`src/rtl/mem_arbiter.sv`:
```
// Two-requester arbiter for the single-port on-chip RAM: CPU (read/write, fixed priority)
// and video fetch (read-only) with a wait-limit counter that keeps video from starving.
module mem_arbiter #(
    parameter int unsigned DATA_W       = 16,
    parameter int unsigned ADDR_W       = 12,
    parameter int unsigned VID_MAX_WAIT = 4
) (
    input  logic              clk,
    input  logic              reset,

    input  logic              cpu_req,
    input  logic              cpu_we,
    input  logic [ADDR_W-1:0] cpu_addr,
    input  logic [DATA_W-1:0] cpu_wdata,
    output logic              cpu_gnt,
    output logic              cpu_rvalid,
    output logic [DATA_W-1:0] cpu_rdata,

    input  logic              vid_req,
    input  logic [ADDR_W-1:0] vid_addr,
    output logic              vid_gnt,
    output logic              vid_rvalid,
    output logic [DATA_W-1:0] vid_rdata,

    output logic              ram_en,
    output logic              ram_wr_en,
    output logic [ADDR_W-1:0] ram_addr,
    output logic [DATA_W-1:0] ram_din,
    input  logic [DATA_W-1:0] ram_dout
);

    localparam int unsigned WAIT_W   = 4;
    localparam logic [WAIT_W-1:0] WAIT_LIMIT = WAIT_W'(VID_MAX_WAIT);
    localparam logic [WAIT_W-1:0] WAIT_SAT   = {WAIT_W{1'b1}};

    logic [WAIT_W-1:0] wait_cnt;
    logic              starve;
    logic              rd_pending;
    logic              rd_owner;

    // Grant decision: CPU wins unless video has waited long enough; nothing is granted in reset.
    always_comb begin
        starve  = (wait_cnt >= WAIT_LIMIT);
        vid_gnt = 1'b0;
        cpu_gnt = 1'b0;
        if (!reset) begin
            vid_gnt = vid_req & (~cpu_req | starve);
            cpu_gnt = cpu_req & ~vid_gnt;
        end
    end

    // RAM drive: address/data default to the CPU side so they stay stable when idle.
    always_comb begin
        ram_en    = cpu_gnt | vid_gnt;
        ram_wr_en = cpu_gnt & cpu_we;
        ram_addr  = vid_gnt ? vid_addr : cpu_addr;
        ram_din   = cpu_wdata;
    end

    // Read-return tag, captured on the grant edge; the RAM answers one cycle later.
    always_ff @(posedge clk or posedge reset) begin
        if (reset) begin
            rd_pending <= 1'b0;
            rd_owner   <= 1'b0;
        end else begin
            rd_pending <= (cpu_gnt & ~cpu_we) | vid_gnt;
            rd_owner   <= vid_gnt;
        end
    end

    // Consecutive denied video-request cycles, saturating.
    always_ff @(posedge clk or posedge reset) begin
        if (reset) begin
            wait_cnt <= '0;
        end else if (!vid_req || vid_gnt) begin
            wait_cnt <= '0;
        end else if (wait_cnt != WAIT_SAT) begin
            wait_cnt <= wait_cnt + WAIT_W'(1);
        end
    end

    assign cpu_rvalid = rd_pending & ~rd_owner;
    assign vid_rvalid = rd_pending & rd_owner;
    assign cpu_rdata  = ram_dout;
    assign vid_rdata  = ram_dout;

endmodule

```
`config.mk`:
```
export PLATFORM = sky130hd
export DESIGN_NAME = mem_arbiter
export DESIGN_NICKNAME = d
export VERILOG_FILES = /design/src/rtl/mem_arbiter.sv
export SDC_FILE = /design/constraint.sdc
export NUM_CORES = 1
export LEC_CHECK = 0
export CAP_MARGIN = 10
export CORE_AREA = 2 2 66 68
export CTS_BUF_LIST = sky130_fd_sc_hd__clkbuf_2 sky130_fd_sc_hd__clkbuf_4 sky130_fd_sc_hd__clkbuf_8
export CTS_CLUSTER_DIAMETER = 120
export DETAILED_ROUTE_END_ITERATION = 6
export DIE_AREA = 0 0 68 70
export PLACE_DENSITY = 0.81
export SYNTH_ARGS = -nofsm -noshare
export SYNTH_HDL_FRONTEND = slang
export SYNTH_SLANG_ARGS = --single-unit
```
`constraint.sdc`:
```
create_clock -name clk -period 1.5 [get_ports clk]
set_clock_uncertainty 0.1 [all_clocks]
set_input_delay 0.225 -clock clk [delete_from_list [all_inputs] [get_ports clk]]
set_output_delay 0.225 -clock clk [all_outputs]
set_load 0.05 [all_outputs]
```
==> insert_results.sql <==
INSERT INTO impl_metrics (metric_group, metric, value, unit) VALUES
('sta', 'min_period', '1910', 'ps'),
('clock_tree', 'cts_buffers', '3', ''),
('clock_tree', 'cts_root_buf', 'sky130_fd_sc_hd__clkbuf_8', ''),
('power', 'combinationalPowerShare', '0.522', ''),
('yosys', 'mappedNetlistArea', '870', 'µm²'),
('floorplanning', 'dieHeight', '70', 'µm'),
('worst_setup_path', 'cp.required', '1170', 'ps'),
('cells_and_area', 'layout.nets', '172', ''),
('floorplanning', 'num_rows', '24', ''),
('clock_tree', 'cts_sinks', '6', ''),
('yosys', 'ys_seq_elements', '6', ''),
('sta', 'report.final.setup_viol', '16', ''),
('cells_and_area', 'fillCellCount', '405', ''),
('yosys', 'synthAdderAreaFrac', '0.0144', ''),
('power', 'vdd.ir_drop.worst', '180', 'µV'),
('clock_tree', 'tritoncts', 'done', ''),
('clock_tree', 'postCtsHoldBufs', '0', ''),
('yosys', 'syn_inst', '94', ''),
('flow_run', 'max_cap_violations', '0', ''),
('floorplanning', 'core_region_area', '4140', 'µm²'),
('sta', 'fin_crit_sh', '1.28', ''),
('yosys', 'combinational_family_with_the_most_area_after_synthesis', 'buffers and inverters', ''),
('yosys', 'synth_top_cell_area_share', '0.414', ''),
('global_routing', 'global_route_wire_length_before_repair', '3080', 'µm'),
('clock_tree', 'cts.clk_slew.worst_paths', '30', 'ps'),
('yosys', 'yosys_warnings', '0', ''),
('drt', 'wl_per_cell', '12.7', 'µm'),
('cells_and_area', 'antenna-diode-count', '0', ''),
('worst_setup_path', 'critical_path_class', 'flip-flop to output pin', ''),
('drt', 'drc_errors', '0', ''),
('yosys', 'synth_compound_gate_area_share', '0.0288', ''),
('worst_setup_path', 'crit-reg2reg-capture', 'rd_pending', ''),
('worst_setup_path', 'ff_to_ff_path_depth', '6', ''),
('global_routing', 'grt_util_all_layers', '0.0848', ''),
('sta', 'timing.hold.ws', '222', 'ps'),
('yosys', 'synthTopCellsByCount', 'sky130_fd_sc_hd__buf_4 (48), sky130_fd_sc_hd__mux2_4 (8), sky130_fd_sc_hd__dfrtp_1 (6), sky130_fd_sc_hd__nor2_1 (6), sky130_fd_sc_hd__mux2_2 (4)', ''),
('yosys', 'synth-main-ff-cell', 'sky130_fd_sc_hd__dfrtp_1', ''),
('power', 'total_switching_power', '267', 'µW'),
('cells_and_area', 'final_core_utilization', '0.335', ''),
('global_routing', 'number_of_antenna_violations_at_the_first_check_in_global_routing', '0', ''),
('clock_tree', 'h-tree-depth', '1', ''),
('placement', 'post-place-ws', '-578', 'ps'),
('sta', 'final_max_slew_viol_count', '0', ''),
('clock_tree', 'number_of_buffers_on_the_longest_clock_path', '2', ''),
('clock_tree', 'clock_insertion_delay_worst_skew', '220', 'ps'),
('run_status', 'violations', 'setup timing', ''),
('worst_setup_path', 'setup.worst_path.end', 'ram_addr[6]', ''),
('placement', 'place.port_buffers', '46', ''),
('drt', 'route.final.wire_length', '2030', 'µm'),
('yosys', 'synthSimpleGateAreaFrac', '0.127', ''),
('power', 'leakage', '0.621', 'nW'),
('worst_setup_path', 'timing.rr.start', 'wait_cnt[2]', ''),
('drt', 'detailedRoute.firstPassIterationCount', '4', ''),
('power', 'power_report.internal_total', '595', 'µW'),
('placement', 'placed_cell_area', '1230', 'µm²'),
('yosys', 'synth_mux_area_frac', '0.201', ''),
('sta', 'setup_ws', '-413', 'ps'),
('run_status', 'outcome', 'complete, but fails checks', ''),
('yosys', 'synth_top_area_cell', 'sky130_fd_sc_hd__buf_4', ''),
('yosys', 'synth.top_cells.by_area', 'sky130_fd_sc_hd__buf_4 (41%), sky130_fd_sc_hd__dfrtp_1 (17%), sky130_fd_sc_hd__mux2_4 (14%)', ''),
('yosys', 'syn-mean-instance-area', '9.25', 'µm²'),
('cells_and_area', 'multi_input_comb_area', '373', 'µm²'),
('sta', 'worst-slew-pin-transition', '502', 'ps'),
('power', 'power_density', '622', 'nW/µm²'),
('worst_setup_path', 'critPathArrivalTime', '1590', 'ps'),
('floorplanning', 'dieArea', '4760', 'µm²'),
('global_routing', 'grt_start_max_net_pins', '8', ''),
('floorplanning', 'boundaryPins', '127', ''),
('floorplanning', 'initial_core_utilization', '0.210', ''),
('drt', 'drt.antenna.violating_nets', '0', ''),
('global_routing', 'grt_pass1_vias', '675', '');
-- cell usage in the layout (no fill, tap or decap) --
master                            netlist  final
sky130_fd_sc_hd__dlygate4sd2_1          0      3
sky130_fd_sc_hd__clkbuf_8               0      3
sky130_fd_sc_hd__nor2b_1                1      1
sky130_fd_sc_hd__dfrtp_1                6      6
sky130_fd_sc_hd__nor2_1                 6      6
sky130_fd_sc_hd__ha_1                   1      1
sky130_fd_sc_hd__nor3b_1                1      1
sky130_fd_sc_hd__nor3b_4                1      2
sky130_fd_sc_hd__nor3_1                 2      2
sky130_fd_sc_hd__nand3_1                2      2
sky130_fd_sc_hd__xnor2_1                1      1
sky130_fd_sc_hd__and2_4                 0      1
sky130_fd_sc_hd__nand2_1                1      1
sky130_fd_sc_hd__buf_6                  0      4
sky130_fd_sc_hd__a31oi_1                1      1
sky130_fd_sc_hd__buf_8                  0      4
sky130_fd_sc_hd__mux2i_1                1      1
sky130_fd_sc_hd__clkdlybuf4s50_1        0     25
sky130_fd_sc_hd__buf_4                 48      9
sky130_fd_sc_hd__and2_1                 2      1
sky130_fd_sc_hd__a31o_4                 0      1
sky130_fd_sc_hd__o21ai_2                0      1
sky130_fd_sc_hd__inv_1                  2      2
sky130_fd_sc_hd__o21ai_0                2      1
sky130_fd_sc_hd__and3_4                 0      1
sky130_fd_sc_hd__mux2_4                 8     12
sky130_fd_sc_hd__buf_12                 1     15
-- stage by stage --
step / std cells / setup TNS (ps)
2_1_floorplan: 94 / -2380
3_3_place_gp: 152 / -8060
3_5_place_dp: 152 / -8180
4_1_cts: 157 / -6280
5_1_grt: 160 / -6510
6_report: 160 / -5770
-- cells by family after synthesis --
| kind of cell | count (synthesis) |
|---|---|
| simple gates | 18 |
| buf+inv | 51 |
| flops | 6 |
| compound gates | 4 |
| fa+ha+maj | 1 |
| xor+xnor | 1 |
| mux | 13 |
-- worst max-delay path, cell delays in order (launching register included) --
cell and delay (ps):
sky130_fd_sc_hd__dfrtp_1 400, sky130_fd_sc_hd__nor3b_4 260, sky130_fd_sc_hd__nor3b_4 80, sky130_fd_sc_hd__buf_12 150
sky130_fd_sc_hd__mux2_4 320, sky130_fd_sc_hd__buf_12 150
-- final cells by class --
class                           instances  share of cell area
Clock buffer                            3              0.0298
Inverter                                2             0.00542
Multi-Input combinational cell         37               0.269
Sequential cell                         6               0.108
Tap cell                               52              0.0469
Timing Repair Buffer                   60               0.541
-- metal layers --
layer / track usage / vias to the layer above / share of wire
met2: 0.143 / 41 / 0.50
met4: 0.0422 / 0 / 0.0069
met1: 0.0733 / 273 / 0.30
li1: - / 290 / -
met3: 0.0580 / 8 / 0.19
met5: 0 / - / 0
-- how the worst min path moves through the flow --
| stage | cells after the start | endpoint | slack, ps | from |
|---|---|---|---|---|
| after global routing | 4 | wait_cnt[1] | 240 | reset |
| after CTS | 4 | wait_cnt[1] | 190 | reset |
| after detailed placement | 0 | ram_din[0] | 350 | cpu_wdata[0] |
| after floorplan | 1 | rd_owner | -70 | reset |
| after global placement | 0 | ram_din[0] | 350 | cpu_wdata[0] |
| final | 4 | wait_cnt[1] | 220 | reset |
-- sequential cells by signal, indices dropped and copies added (netlist names) --
register / cells
wait_cnt: 4
rd_pending: 1
rd_owner: 1
-- power by group through the flow --
stage	logic [mW]	registers (mW)	clock network, mW
2_1_floorplan	0.538	0.178	0
3_3_place_gp	0.412	0.179	0
3_5_place_dp	0.415	0.179	0
4_1_cts	0.442	0.178	0.248
5_1_grt	0.471	0.179	0.253
6_report	0.450	0.178	0.234
-- what timing repair did --
| action | in CTS | in global routing |
|---|---|---|
| gates cloned | 1 | 0 |
| endpoints found under the setup margin | 17 | 16 |
| setup buffers | 2 | 5 |
| gates resized for setup | 17 | 9 |
| pin swaps | 1 | 4 |
(Power assumes the default switching activity.)
